### src/rtl/sha256_stream_padder_if.sv
// Byte-stream and core-side signal bundle for the SHA-256 padder.
// slave: the padder's view; master: the host/core view driving it.
interface sha256_stream_padder_if #(
    parameter int IN_BYTES = 1
);
    localparam int NB_W = $clog2(IN_BYTES) + 1;

    logic                  start;
    logic [8*IN_BYTES-1:0] data_in;
    logic                  data_valid;
    logic                  data_last;
    logic [NB_W-1:0]       data_bytes;
    logic                  in_ready;
    logic [511:0]          core_block;
    logic                  core_start;
    logic                  core_first;
    logic                  core_ready;
    logic                  done;
    logic                  busy;

    modport slave (
        input  start, data_in, data_valid, data_last, data_bytes,
        input  core_ready,
        output in_ready, core_block, core_start, core_first,
        output done, busy
    );

    modport master (
        output start, data_in, data_valid, data_last, data_bytes,
        output core_ready,
        input  in_ready, core_block, core_start, core_first,
        input  done, busy
    );
endinterface

### src/rtl/sha256_stream_padder.sv
// SHA-256 front-end: packs IN_BYTES beats into 512-bit blocks, pads, issues.
// Ports: clk, rst (async high), bus (stream in, core block/start out).
module sha256_stream_padder #(
    parameter int IN_BYTES = 1,
    parameter int LEN_W    = 32
) (
    input  logic                         clk,
    input  logic                         rst,
    sha256_stream_padder_if.slave        bus
);
    localparam int NB_W = $clog2(IN_BYTES) + 1;

    typedef enum logic [2:0] {
        IDLE, LOAD, PAD, ISSUE, WAIT, XPAD, DONE
    } state_t;

    state_t           state;
    logic [7:0]       blk [64];
    logic [6:0]       byte_idx;
    logic [6:0]       p;
    logic [LEN_W-1:0] cnt;
    logic             first;
    logic             fin;
    logic             xpad;
    logic             mark_done;
    logic             rdy_prev;
    logic             start_q;
    logic             first_q;

    logic             idle_like;
    logic             acc;
    logic [6:0]       base;
    logic [LEN_W-1:0] cnt_base;
    logic [63:0]      bitlen;
    logic [511:0]     flat;

    assign idle_like = (state == IDLE) || (state == DONE);
    assign bus.in_ready = (state == LOAD) || (idle_like && bus.start);
    assign acc = bus.data_valid && bus.in_ready;

    // A beat taken together with start lands at byte 0 of a fresh message.
    assign base     = idle_like ? 7'd0 : byte_idx;
    assign cnt_base = idle_like ? '0 : cnt;
    assign bitlen   = 64'({cnt, 3'b000});

    always_comb begin
        flat = '0;
        for (int j = 0; j < 64; j++) begin
            flat[511-8*j -: 8] = blk[j];
        end
    end

    assign bus.core_block = flat;
    assign bus.core_start = start_q;
    assign bus.core_first = first_q;
    assign bus.done       = (state == DONE);
    assign bus.busy       = !idle_like;

    always_ff @(posedge clk or posedge rst) begin
        if (rst) begin
            state     <= IDLE;
            byte_idx  <= '0;
            p         <= '0;
            cnt       <= '0;
            first     <= 1'b0;
            fin       <= 1'b0;
            xpad      <= 1'b0;
            mark_done <= 1'b0;
            rdy_prev  <= 1'b0;
            start_q   <= 1'b0;
            first_q   <= 1'b0;
            for (int j = 0; j < 64; j++) begin
                blk[j] <= 8'h00;
            end
        end else begin
            rdy_prev <= bus.core_ready;
            start_q  <= 1'b0;
            first_q  <= 1'b0;

            unique case (state)
                IDLE, DONE: begin
                    if (bus.start) begin
                        byte_idx  <= '0;
                        cnt       <= '0;
                        first     <= 1'b1;
                        fin       <= 1'b0;
                        xpad      <= 1'b0;
                        mark_done <= 1'b0;
                        state     <= LOAD;
                        for (int j = 0; j < 64; j++) begin
                            blk[j] <= 8'h00;
                        end
                    end
                end
                LOAD: begin
                end
                PAD: begin
                    for (int j = 0; j < 64; j++) begin
                        if (p < 7'd64) begin
                            if (7'(j) == p) begin
                                blk[j] <= 8'h80;
                            end else if (7'(j) > p) begin
                                blk[j] <= 8'h00;
                            end
                        end
                    end
                    if (p <= 7'd55) begin
                        for (int k = 0; k < 8; k++) begin
                            blk[56+k] <= bitlen[63-8*k -: 8];
                        end
                    end
                    fin       <= (p <= 7'd55);
                    xpad      <= (p > 7'd55);
                    mark_done <= (p < 7'd64);
                    state     <= ISSUE;
                end
                ISSUE: begin
                    if (bus.core_ready) begin
                        start_q <= 1'b1;
                        first_q <= first;
                        first   <= 1'b0;
                        state   <= WAIT;
                    end
                end
                WAIT: begin
                    if (bus.core_ready && !rdy_prev) begin
                        if (fin) begin
                            state <= DONE;
                        end else if (xpad) begin
                            state <= XPAD;
                        end else begin
                            byte_idx <= '0;
                            state    <= LOAD;
                            for (int j = 0; j < 64; j++) begin
                                blk[j] <= 8'h00;
                            end
                        end
                    end
                end
                XPAD: begin
                    for (int j = 0; j < 56; j++) begin
                        blk[j] <= 8'h00;
                    end
                    blk[0] <= mark_done ? 8'h00 : 8'h80;
                    for (int k = 0; k < 8; k++) begin
                        blk[56+k] <= bitlen[63-8*k -: 8];
                    end
                    fin   <= 1'b1;
                    xpad  <= 1'b0;
                    state <= ISSUE;
                end
                default: state <= IDLE;
            endcase

            // Beat capture overrides the state-case defaults above.
            if (acc) begin
                for (int i = 0; i < IN_BYTES; i++) begin
                    if (!bus.data_last || (NB_W'(i) < bus.data_bytes)) begin
                        blk[base[5:0] + 6'(i)] <=
                            bus.data_in[8*(IN_BYTES-i)-1 -: 8];
                    end else begin
                        blk[base[5:0] + 6'(i)] <= 8'h00;
                    end
                end
                if (bus.data_last) begin
                    cnt   <= cnt_base + LEN_W'(bus.data_bytes);
                    p     <= base + 7'(bus.data_bytes);
                    state <= PAD;
                end else begin
                    cnt      <= cnt_base + LEN_W'(IN_BYTES);
                    byte_idx <= base + 7'(IN_BYTES);
                    state    <= (base + 7'(IN_BYTES) == 7'd64) ? ISSUE : LOAD;
                end
            end
        end
    end
endmodule

### src/flat_wrapper.sv
// flat-port wrapper written by rule: the top's interface ports become plain ports
module sha256_stream_padder_flat 
#(
    parameter int IN_BYTES = 1,
    parameter int LEN_W    = 32
)
  (clk, rst, bus_start, bus_data_in, bus_data_valid, bus_data_last, bus_data_bytes, bus_core_ready, bus_in_ready, bus_core_block, bus_core_start, bus_core_first, bus_done, bus_busy);
  sha256_stream_padder_if #(.IN_BYTES(IN_BYTES)) bus_i ();
  input  logic clk;
  input  logic rst;
  input wire logic [$bits(bus_i.start)-1:0] bus_start;
  input wire logic [$bits(bus_i.data_in)-1:0] bus_data_in;
  input wire logic [$bits(bus_i.data_valid)-1:0] bus_data_valid;
  input wire logic [$bits(bus_i.data_last)-1:0] bus_data_last;
  input wire logic [$bits(bus_i.data_bytes)-1:0] bus_data_bytes;
  input wire logic [$bits(bus_i.core_ready)-1:0] bus_core_ready;
  output wire logic [$bits(bus_i.in_ready)-1:0] bus_in_ready;
  output wire logic [$bits(bus_i.core_block)-1:0] bus_core_block;
  output wire logic [$bits(bus_i.core_start)-1:0] bus_core_start;
  output wire logic [$bits(bus_i.core_first)-1:0] bus_core_first;
  output wire logic [$bits(bus_i.done)-1:0] bus_done;
  output wire logic [$bits(bus_i.busy)-1:0] bus_busy;
  assign bus_i.start = bus_start;
  assign bus_i.data_in = bus_data_in;
  assign bus_i.data_valid = bus_data_valid;
  assign bus_i.data_last = bus_data_last;
  assign bus_i.data_bytes = bus_data_bytes;
  assign bus_i.core_ready = bus_core_ready;
  assign bus_in_ready = bus_i.in_ready;
  assign bus_core_block = bus_i.core_block;
  assign bus_core_start = bus_i.core_start;
  assign bus_core_first = bus_i.core_first;
  assign bus_done = bus_i.done;
  assign bus_busy = bus_i.busy;
  sha256_stream_padder #(.IN_BYTES(IN_BYTES), .LEN_W(LEN_W)) u_core (.clk(clk), .rst(rst), .bus(bus_i));
endmodule
### config.mk
export PLATFORM = sky130hd
export DESIGN_NAME = sha256_stream_padder_flat
export DESIGN_NICKNAME = d
export VERILOG_FILES = /design/src/rtl/sha256_stream_padder_if.sv /design/src/rtl/sha256_stream_padder.sv /design/src/flat_wrapper.sv
export SDC_FILE = /design/constraint.sdc
export NUM_CORES = 1
export LEC_CHECK = 0
export BUFFER_PORTS_ARGS = -buffer_cell sky130_fd_sc_hd__buf_2
export CAP_MARGIN = 30
export CORE_ASPECT_RATIO = 0.8
export CORE_MARGIN = 10
export CORE_UTILIZATION = 35
export CTS_CLUSTER_SIZE = 8
export DETAILED_ROUTE_END_ITERATION = 8
export GPL_ROUTABILITY_DRIVEN = 0
export GPL_TIMING_DRIVEN = 0
export PLACE_DENSITY_LB_ADDON = 0.25
export SETUP_SLACK_MARGIN = 0.15
export SLEW_MARGIN = 15
export SYNTH_ARGS = -nofsm -noshare
export SYNTH_HDL_FRONTEND = slang
export SYNTH_SLANG_ARGS = --single-unit
### constraint.sdc
create_clock -name clk -period 21.2 [get_ports clk]
set_input_delay 1.06 -clock clk [delete_from_list [all_inputs] [get_ports clk]]
set_output_delay 1.06 -clock clk [all_outputs]
set_load 0.02 [all_outputs]
==> impl_metrics.tcl <==
set metrics [dict create \
    status "finished, final reports clean" \
    dr_wl_met2_um 49070 \
    final-instance-count-excl-fill 3817 \
    synth_area_um2 24300 \
    seqCellArea_um2 14210 \
    multiInputGateArea_um2 9328 \
    hold_viol_final 0 \
    viasPerCell 6.130 \
    syn-num-nets 2257 \
    met3_wirelength_um 14430 \
    yosysTopAreaCellShare_pct 58.48 \
    ff2ff_setup_slack_ns 15.86 \
    r2r-start "u_core.state[1]$_DFFE_PP0P_" \
    clkTransAtPathRegs_ns 0.06 \
    grt_max_degree 115 \
    synth_warnings 0 \
    rr_worst_depth 14 \
    synth.area.mux_share_pct 0.3449 \
    max_cap_violations 0 \
    p_per_area_nw_per_um2 109.5 \
    htreeDepth 3 \
    crit_start "u_core.state[1]$_DFFE_PP0P_" \
    die_width_um 314.6 \
    hold_path.class "register to register" \
    grt_pass1_wl_um 166100 \
    netlist_instances 2237 \
    numClockSinks 568 \
    worst_pin_slew_ns 1.166 \
    syn_to_final_growth_pct 26.26 \
    top_layer "met5" \
    cp-start-kind "register" \
    hpwlAfterDp_um 87210 \
    final_util_pct 44.56 \
    yosysTopAreaCell "dfrtp_1" \
    required_ns 21.66 \
    synthXorXnorAreaFrac_pct 0.3192 \
    synth-seq-cells 568 \
    path_max_fanout 10 \
    tritoncts "done" \
    cts_max_path_buffers 3 \
    core-area_um2 68870 \
    skew_ns 0.03287 \
    synth_fa_ha_area_share_pct 0.2574 \
    max_slew_margin_pct 22.26 \
    fp.dieH_um 255.7 \
    r2r_end "u_core.cnt[14]$_DFFE_PP0P_" \
    fin_crit_sh_pct 25.21 \
    path_class "register to register" \
    wl_per_cell_um 30.60 \
    fillerInstances 6503 \
    fin_crit_ns 5.344 \
    io_buffers 531 \
    fin_hold_ws_ns 0.4818 \
    rows 86 \
    dieArea_um2 80440 \
    crit_end "u_core.cnt[14]$_DFFE_PP0P_" \
    postRouteAntennaNets 0 \
    drive_gt1_share_pct 25.81 \
    synth_edf_count 0 \
    cts-resized-gates 0 \
    start_util_pct 35.29 \
    drcViolationCount 0 \
    final-max-slew-violation-count 0 \
    drt-met1-wl_um 47240 \
    fmax_mhz 187.1 \
    synthArstFlopShare_pct 100.0 \
    arrival_ns 5.80 \
    syn_avg_cell_area_um2 10.86 \
    antenna_found_initial 5 \
    cellLeakagePower_nw 15.26 \
    synth-compound-area-share_pct 24.62 \
    dp.cells 3712 \
    vias 23400 \
    routed_wl_um 116800 \
    setup_viol 0 \
    synthSimpleGateAreaFrac_pct 12.74 \
    synth_area_leaders "dfrtp_1, a22o_1, o21ai_0" \
    cts-buffers-inserted 80 \
    rsz0062_at_grt "false" \
    clock_latency_ns 0.63 \
    grt-ovfl-total 0 \
    drt-initial-drc-count 3192 \
    yosysSeqAreaShare_pct 58.48 \
    ios 532 \
    cp-end-kind "register" \
    grt_usage_pct 27.68 \
    nets 2905 \
    post-cts-setup-buffer-count 0 \
    grt_pass1_vias 22720 \
    synth_top_family_by_area "compound AO/OA/AOI/OAI gates" \
    synth_ff_type "dfrtp_1" \
    holdBufCountCts 0 \
    peakVddDrop_v 0.00005938 \
    first_pass_iters 7 \
    clock-root-buffer "clkbuf_16" \
    synth.distinct_cells 84 \
]
==> through the flow <==
stage          setup WS [ns]  setup TNS [ns]  power (mW)  cell area, um2
5_1_grt                15.77               0       3.453           30680
4_1_cts                16.12               0       3.318           30550
2_1_floorplan          4.252               0       1.721           24300
3_3_place_gp          -1.245         -654.40       2.133           28120
3_5_place_dp           16.22               0       2.164           28420
6_report               15.86               0       3.360           30690
==> critical path: stages, from the launching register on <==
cell and delay, ns:
dfrtp_1 0.39, buf_4 0.19, xor2_2 0.42, nor2_1 0.31, clkinv_1 0.25, clkbuf_1 0.55, clkbuf_1 0.65, and2_1 0.23
ha_1 0.20, ha_1 0.24, nand3_1 0.18, a2111oi_1 0.93, nand3_1 0.31, nor3_1 0.22, a311oi_1 0.09
==> sequential cells by signal, summed over array words and instances, names as in the netlist, 3 cells and up <==
name and cells:
u_core.cnt 32, u_core.bus.core_block 512, u_core.state 3, u_core.p 7, u_core.byte_idx 7
==> how the worst min path moves through the flow <==
stage,startpoint,end,slack (ns),cells after the start
after detailed placement,u_core.xpad$_DFFE_PP0P_,u_core.xpad$_DFFE_PP0P_,0.47,1
after global routing,u_core.bus.core_block[160]$_DFF_PP0_,u_core.bus.core_block[160]$_DFF_PP0_,0.50,1
after CTS,u_core.xpad$_DFFE_PP0P_,u_core.xpad$_DFFE_PP0P_,0.48,1
after floorplan,u_core.xpad$_DFFE_PP0P_,u_core.xpad$_DFFE_PP0P_,0.45,1
after global placement,u_core.xpad$_DFFE_PP0P_,u_core.xpad$_DFFE_PP0P_,0.47,1
final,u_core.xpad$_DFFE_PP0P_,u_core.xpad$_DFFE_PP0P_,0.48,1
==> power by group <==
group          leakage [nW]  total, mW  switching (mW)  internal [mW]
logic                  6.31       1.06           0.841          0.220
registers              7.90       1.15          0.0280           1.12
clock network          1.04       1.15           0.473          0.679
total                  15.3       3.36            1.34           2.02
==> kinds of logic after synthesis <==
kind of cell	after synthesis
AO/OA/AOI/OAI	837
AND/OR/NAND/NOR	618
flip-flops	568
buffers and inverters	193
XOR/XNOR	8
multiplexers	8
adder cells (fa/ha/maj)	5
==> Yosys cell counts (5+ instances only) <==
| master | count |
|---|---|
| and4_1 | 7 |
| a22oi_1 | 26 |
| buf_4 | 5 |
| clkbuf_1 | 147 |
| a21oi_2 | 15 |
| a31oi_1 | 32 |
| and3_1 | 15 |
| or4_1 | 5 |
| a32oi_1 | 7 |
| nand3_1 | 140 |
| a21o_1 | 14 |
| nor4_1 | 8 |
| nor2b_1 | 7 |
| or2_2 | 11 |
| nor2_2 | 6 |
| or3_1 | 8 |
| and2_1 | 18 |
| a211o_1 | 6 |
| nor3_1 | 24 |
| o21a_1 | 5 |
| nand2_1 | 151 |
| nand4_1 | 19 |
| a221o_1 | 5 |
| a41oi_1 | 7 |
| buf_2 | 22 |
| inv_1 | 11 |
| ha_1 | 5 |
| nor2_1 | 142 |
| a211oi_1 | 15 |
| dfrtp_1 | 568 |
| o22a_1 | 5 |
| a21oi_1 | 117 |
| a221oi_1 | 30 |
| o31ai_1 | 15 |
| o22ai_1 | 41 |
| a22o_1 | 282 |
| o21ai_0 | 165 |
| mux2i_1 | 5 |
| nand2b_1 | 22 |
| o21ai_1 | 10 |
==> placed cells by master, fill, tap and decap left out, types with 22 or more instances in the layout <==
cell type  synthesis  final
o22ai_1           41     41
nand2_1          151    151
a31oi_1           32     32
a22o_1           282    282
a21oi_1          117    117
buf_2             22    557
nand2b_1          22     22
clkbuf_1         147    147
nor3_1            24     23
nand3_1          140    140
a22oi_1           26     26
a221oi_1          30     30
nor2_1           142    142
clkbuf_16          0     82
o21ai_0          165    165
dfrtp_1          568    568
==> metal layers <==
metal | vias to the layer above | GRT usage, %
met5 | - | 0
met4 | 8 | 12.00
met3 | 336 | 10.41
met2 | 1603 | 40.15
met1 | 11740 | 36.42
li1 | 9714 | -
==> final cells by class <==
class	count	area share, %
Clock inverter	5	0.2610
Tap cell	924	3.768
Antenna cell	3	0.02446
Multi-Input combinational cell	1476	30.40
Sequential cell	568	46.32
Timing Repair Buffer	566	9.957
Buffer	178	2.377
Inverter	15	0.2080
Clock buffer	82	6.687
Note: power is estimated with default switching activity, not from simulation.
